[config.mk]
export PLATFORM = sky130hd
export DESIGN_NAME = dmem_access_ctrl
export DESIGN_NICKNAME = d
export VERILOG_FILES = /design/src/rtl/dmem_access_ctrl_pkg.sv /design/src/rtl/dmem_access_ctrl_timeout_ctr.sv /design/src/rtl/dmem_access_ctrl.sv
export SDC_FILE = /design/constraint.sdc
export NUM_CORES = 1
export LEC_CHECK = 0
export BUFFER_PORTS_ARGS = -buffer_cell sky130_fd_sc_hd__clkbuf_2
export CAP_MARGIN = 10
export CORE_ASPECT_RATIO = 0.5
export CORE_MARGIN = 2
export CORE_UTILIZATION = 46
export DETAILED_ROUTE_END_ITERATION = 6
export PLACE_DENSITY = 0.84
export SLEW_MARGIN = 20
export SYNTH_ARGS = -nofsm -noshare
export SYNTH_HDL_FRONTEND = slang
export SYNTH_SLANG_ARGS = --single-unit
[constraint.sdc]
create_clock -name clk_i -period 2.5 [get_ports clk_i]
set_input_delay 0.125 -clock clk_i [delete_from_list [all_inputs] [get_ports clk_i]]
set_output_delay 0.125 -clock clk_i [all_outputs]
set_load 0.005 [all_outputs]
[src/rtl/dmem_access_ctrl_pkg.sv]
// Shared constants and types for the MEM-stage data-memory access controller.
// FSM encodings, mem_op decodes and error codes used by the future exception unit.
package dmem_access_ctrl_pkg;

    localparam logic [1:0] StIdle = 2'd0;
    localparam logic [1:0] StWait = 2'd1;
    localparam logic [1:0] StResp = 2'd2;

    localparam logic [1:0] MemNone = 2'b00;
    localparam logic [1:0] MemWr   = 2'b01;
    localparam logic [1:0] MemRd   = 2'b10;
    localparam logic [1:0] MemIll  = 2'b11;

    typedef enum logic [1:0] {
        ErrNone     = 2'd0,
        ErrMisalign = 2'd1,
        ErrIllegal  = 2'd2,
        ErrTimeout  = 2'd3
    } dmem_err_e;

    function automatic logic is_access(input logic [1:0] op);
        return (op == MemWr) || (op == MemRd);
    endfunction

endpackage

[src/rtl/dmem_access_ctrl_timeout_ctr.sv]
// Clear/enable saturating counter; expired_o flags the enabled cycle that brings the
// count up to TIMEOUT.
module dmem_timeout_ctr #(
    parameter int unsigned TIMEOUT = 15
) (
    input  logic clk_i,
    input  logic reset_i,
    input  logic clr_i,
    input  logic en_i,
    output logic expired_o
);

    localparam int unsigned CntW = $clog2(TIMEOUT + 1);
    localparam logic [CntW-1:0] CntMax  = CntW'(TIMEOUT);
    localparam logic [CntW-1:0] CntLast = CntW'(TIMEOUT - 1);

    logic [CntW-1:0] cnt_q, cnt_d;

    always_comb begin
        cnt_d = cnt_q;
        if (clr_i) begin
            cnt_d = '0;
        end else if (en_i && (cnt_q != CntMax)) begin
            cnt_d = cnt_q + CntW'(1);
        end
    end

    assign expired_o = en_i && (cnt_q >= CntLast);

    always_ff @(posedge clk_i) begin
        if (reset_i) begin
            cnt_q <= '0;
        end else begin
            cnt_q <= cnt_d;
        end
    end

endmodule

[src/rtl/dmem_access_ctrl.sv]
// MEM-stage sequencer for a variable-latency req/ack data memory: freezes the
// pipeline while an access is outstanding, returns load data and flags errors.
module dmem_access_ctrl
    import dmem_access_ctrl_pkg::*;
#(
    parameter int unsigned ADDR_W  = 32,
    parameter int unsigned DATA_W  = 32,
    parameter int unsigned TIMEOUT = 15
) (
    input  logic              clk_i,
    input  logic              reset_i,
    input  logic [1:0]        mem_op_i,
    input  logic [ADDR_W-1:0] mem_addr_i,
    input  logic [DATA_W-1:0] mem_wdata_i,
    output logic              dmem_req_o,
    output logic              dmem_we_o,
    output logic [ADDR_W-1:0] dmem_addr_o,
    output logic [DATA_W-1:0] dmem_wdata_o,
    input  logic              dmem_ack_i,
    input  logic [DATA_W-1:0] dmem_rdata_i,
    output logic              stall_pipe_o,
    output logic [DATA_W-1:0] rdata_out_o,
    output logic              rdata_valid_o,
    output logic              err_misalign_o,
    output logic              err_illegal_o,
    output logic              err_timeout_o
);

    logic [1:0]        state_q, state_d;
    logic [ADDR_W-1:0] addr_q, addr_d;
    logic [DATA_W-1:0] wdata_q, wdata_d;
    logic              we_q, we_d;
    logic              req_q, req_d;
    logic [DATA_W-1:0] rdata_q, rdata_d;
    logic              rvalid_q, rvalid_d;
    logic              mis_q, mis_d;
    logic              ill_q, ill_d;
    logic              tmo_q, tmo_d;

    logic      access_ok;
    dmem_err_e idle_err;
    logic      cnt_clr, cnt_en, cnt_expired;

    dmem_timeout_ctr #(
        .TIMEOUT (TIMEOUT)
    ) u_timeout_ctr (
        .clk_i     (clk_i),
        .reset_i   (reset_i),
        .clr_i     (cnt_clr),
        .en_i      (cnt_en),
        .expired_o (cnt_expired)
    );

    // Illegal encoding wins over misalignment.
    always_comb begin
        access_ok = is_access(mem_op_i) && (mem_addr_i[1:0] == 2'b00);
        idle_err  = ErrNone;
        if (mem_op_i == MemIll) begin
            idle_err = ErrIllegal;
        end else if (is_access(mem_op_i) && (mem_addr_i[1:0] != 2'b00)) begin
            idle_err = ErrMisalign;
        end
    end

    always_comb begin
        state_d  = state_q;
        addr_d   = addr_q;
        wdata_d  = wdata_q;
        we_d     = we_q;
        req_d    = 1'b0;
        rdata_d  = rdata_q;
        rvalid_d = 1'b0;
        mis_d    = 1'b0;
        ill_d    = 1'b0;
        tmo_d    = 1'b0;
        cnt_clr  = 1'b0;
        cnt_en   = 1'b0;

        case (state_q)
            StIdle: begin
                if (access_ok) begin
                    state_d = StWait;
                    addr_d  = mem_addr_i;
                    wdata_d = mem_wdata_i;
                    we_d    = mem_op_i[0];
                    req_d   = 1'b1;
                    cnt_clr = 1'b1;
                end else begin
                    ill_d = (idle_err == ErrIllegal);
                    mis_d = (idle_err == ErrMisalign);
                end
            end
            StWait: begin
                cnt_en = 1'b1;
                // Ack on the expiring cycle still counts as success.
                if (dmem_ack_i) begin
                    state_d = StResp;
                    if (!we_q) begin
                        rdata_d  = dmem_rdata_i;
                        rvalid_d = 1'b1;
                    end
                end else if (cnt_expired) begin
                    state_d = StResp;
                    tmo_d   = 1'b1;
                    rdata_d = '0;
                end else begin
                    req_d = 1'b1;
                end
            end
            StResp:  state_d = StIdle;
            default: state_d = StIdle;
        endcase
    end

    assign stall_pipe_o = !reset_i &&
                          (((state_q == StIdle) && access_ok) || (state_q == StWait));

    always_ff @(posedge clk_i) begin
        if (reset_i) begin
            state_q  <= StIdle;
            addr_q   <= '0;
            wdata_q  <= '0;
            we_q     <= 1'b0;
            req_q    <= 1'b0;
            rdata_q  <= '0;
            rvalid_q <= 1'b0;
            mis_q    <= 1'b0;
            ill_q    <= 1'b0;
            tmo_q    <= 1'b0;
        end else begin
            state_q  <= state_d;
            addr_q   <= addr_d;
            wdata_q  <= wdata_d;
            we_q     <= we_d;
            req_q    <= req_d;
            rdata_q  <= rdata_d;
            rvalid_q <= rvalid_d;
            mis_q    <= mis_d;
            ill_q    <= ill_d;
            tmo_q    <= tmo_d;
        end
    end

    assign dmem_req_o     = req_q;
    assign dmem_we_o      = we_q;
    assign dmem_addr_o    = addr_q;
    assign dmem_wdata_o   = wdata_q;
    assign rdata_out_o    = rdata_q;
    assign rdata_valid_o  = rvalid_q;
    assign err_misalign_o = mis_q;
    assign err_illegal_o  = ill_q;
    assign err_timeout_o  = tmo_q;

endmodule

==> summary.txt <==
STA
  – Max-slew violation count: 0
  – Final period util: 71.2%
  – Final setup fails: 0
  – Unrepaired setup endpoints after global routing: no
  – Hold Vio Cnt, Final: 0
  – Final setup TNS: 0 ns
  – Period minus WS final: 1.78 ns
  – Slew @ Worst Pin: 0.404 ns
  – Min Hold Slack: 0.00458 ns
  – Setup Skew: 0.00472 ns
  – Rel. slew slack: 73.0%
  – FMAX: 0.562 GHz

Final layout
  – Diode count: 0
  – Layout cells sized above 1: 43.9%
  – Area growth syn-to-layout: 53.0%
  – Fin nets: 623
  – Fill count: 503

Synthesis
  – Number of synthesized flops with an enable pin: 0
  – Register area share after synthesis: 61.8%
  – Ys async rst share: 0%
  – Synth cell count leaders: dfxtp_1 (108), a22o_1 (95), buf_2 (11)
  – Most frequent cell after synthesis: dfxtp_1
  – Syn Inst Count: 270
  – Top_reg_cell synth: dfxtp_1
  – Syn Std Cell Area: 0.00350 mm²
  – FF+latch count, synth: 108
  – Yosys cell types: 33
  – Synthesized Nets: 375
  – Synth area leaders: dfxtp_1 (62%), a22o_1 (24%), buf_6 (1.6%)
  – Syn_area_per_cell: 13.0 µm²
  – Yosys top cell area share: 61.8%
  – Area leader, netlist: dfxtp_1
  – Synth warnings: 0

Clock network
  – Max Root-Sink Buffers: 2
  – Clock slew at reported path FFs: 0.07 ns
  – Insertion delay to the later sink of the worst-skew pair: 0.34 ns
  – Total CTS buffers: 9
  – CTS sink cnt: 108
  – CTS H-tree lvls: 3
  – CTS tree: built
  – Root Buffer: clkbuf_16
  – Setup Buffers After CTS: 0

Floorplanning
  – Row count: 22
  – # IOs: 204
  – Die height: 65.7 µm
  – Die W: 127 µm
  – Starting density of the core: 47.6%
  – Die area: 0.00836 mm²
  – Core area: 0.00735 mm²

Place
  – Number of I/O port buffers: 203
  – RePlAce Congestion: 0.766
  – HPWL after DPL: 6060 µm

Worst setup path
  – WS Path Type: register to register
  – Arrival @ worst endpoint: 2.06 ns
  – Slowest CP cell: dfxtp_1
  – Crit path depth: 6
  – Reg2reg start: u_timeout_ctr.cnt_q[0]$_SDFFE_PP0P_
  – CP top delay family: compound AO/OA/AOI/OAI gates
  – CP startpoint kind: register
  – CP Cell Sequence: inv_1 > ha_1 > o21a_2 > a311oi_4 > buf_4 > a22o_1
  – R2R setup slack: 0.72 ns
  – WP data required: 2.78 ns
  – Worst r2r path cells: 6
  – WP buf/inv: 2
  – Max stage delay on crit path: 0.38 ns
  – Reg2reg end: rdata_out_o[8]$_SDFFE_PP0P_
  – Critical path peak fanout: 32
  – Setup crit end kind: register

Hold path
  – Min-delay src: mem_addr_i[14]
  – Hold EP: dmem_addr_o[14]$_SDFFE_PP0P_
  – Hold depth: 2
  – Hold crit path type: input pin to register

Global routing
  – GRT met1 Usage: 24.7%
  – Gr ovfl total: 0
  – GRT met2 Usage: 38.6%
  – Aggregate global-route resource usage: 21.5%
  – Met3 GRT Util: 6.35%
  – Global-route wire length before repair: 14100 µm
  – Number of global-route vias before repair: 2913
  – Largest net degree at the start of global routing: 53
  – Antenna violations before repair: 0
  – Grt peak-use layer: met2

Job
  – Max-Cap Viols: 0

Detailed routing
  – Initial DRC Count: 171
  – Wirelength, routed: 9350 µm
  – Drc violations: 0
  – DR pass1 iterations: 5
  – Final ANT Viol Nets: 0
  – Drt wl/cell: 15.1 µm
  – Vias per cell: 5.04
  – Via count: 3116

Run status
  – Status: finished, final reports clean

Power
  – Maximum vdd drop: 0.000383 V
  – Power Density: 675 mW/mm²
  – Power, Total: 3610 µW
  – Static leakage: 0.00261 µW
## per-layer routing
metal	vias to the layer above	wire, µm
met5	-	0
met4	0	238
met3	19	542
met2	113	4720
met1	1453	3850
li1	1531	-
## sequential cells by signal, indices dropped and copies added (netlist names)
| name | flops |
|---|---|
| dmem_addr_o | 32 |
| dmem_req_o | 1 |
| dmem_wdata_o | 32 |
| dmem_we_o | 1 |
| err_illegal_o | 1 |
| err_misalign_o | 1 |
| err_timeout_o | 1 |
| rdata_out_o | 32 |
| rdata_valid_o | 1 |
| state_q | 2 |
| u_timeout_ctr.cnt_q | 4 |
## metrics by stage
stage / instance area (µm²) / utilization (%) / cells / worst slack, ns
after global placement: 4540 / 61.8 / 553 / 0.781
after global routing: 5350 / 72.8 / 618 / 0.602
final: 5350 / 72.8 / 618 / 0.721
after CTS: 5300 / 72.1 / 613 / 0.716
after detailed placement: 4540 / 61.8 / 553 / 0.695
after floorplan: 3500 / - / 270 / 0.937
## placed cells by master (no fill, tap or decap), drive strengths merged
cell and n:
clkinv 1, bufinv 2, buf 5, nand2 2, nor3 4, a311oi 2, o21a 2, and3 2
nand3 2, nor4bb 1, dlygate4sd3 50, a21boi 1, a22o 95, inv 3, and3b 2, a211oi 1
a21o 1, a31o 2, and4bb 1, dfxtp 108, and2 4, nor3b 1, nand2b 1, clkbuf 214
nor2 3, and2b 2, ha 4, a21oi 4, or2 1, a31oi 1
## cell type report
cell class	count	area (µm²)	share of cell area, %
Multi-Input combinational cell	139	1190	22.2
Clock buffer	11	233	4.35
Inverter	2	7.51	0.140
Clock inverter	4	73.8	1.38
Timing Repair Buffer	258	1570	29.3
Sequential cell	108	2160	40.4
Tap cell	96	120	2.24
## report_power, final
group	internal, µW	switching [µW]	total (µW)
registers	1780	33.6	1810
clock network	875	589	1460
logic	198	138	336
total	2850	760	3610
## timing repair
item / in CTS / in global routing
setup endpoints to repair: 0 / 0
hold buffers: 45 / 5
gates resized for setup: 0 / 0
hold endpoints to repair: 45 / 5
## how the worst max path moves through the flow
| stage | from | to | slack [ns] |
|---|---|---|---|
| after global placement | mem_op_i[0] | dmem_addr_o[4]$_SDFFE_PP0P_ | 0.78 |
| after CTS | u_timeout_ctr.cnt_q[0]$_SDFFE_PP0P_ | rdata_out_o[8]$_SDFFE_PP0P_ | 0.72 |
| after floorplan | u_timeout_ctr.cnt_q[0]$_SDFFE_PP0P_ | rdata_out_o[0]$_SDFFE_PP0P_ | 0.94 |
| after detailed placement | mem_op_i[0] | dmem_addr_o[10]$_SDFFE_PP0P_ | 0.69 |
| final | u_timeout_ctr.cnt_q[0]$_SDFFE_PP0P_ | rdata_out_o[8]$_SDFFE_PP0P_ | 0.72 |
| after global routing | u_timeout_ctr.cnt_q[0]$_SDFFE_PP0P_ | rdata_out_o[28]$_SDFFE_PP0P_ | 0.60 |
## cells by family (layout without fill, tap and decap cells)
group,Yosys count,after routing,synth area share (%)
AOI/OAI and AO/OA,109,109,27.1
DFF,108,108,61.8
buffers and inverters,23,275,4.58
and+or+nand+nor,26,26,5.04
adders and majority gates,4,4,1.43
Power figures use the tool's default switching activity.
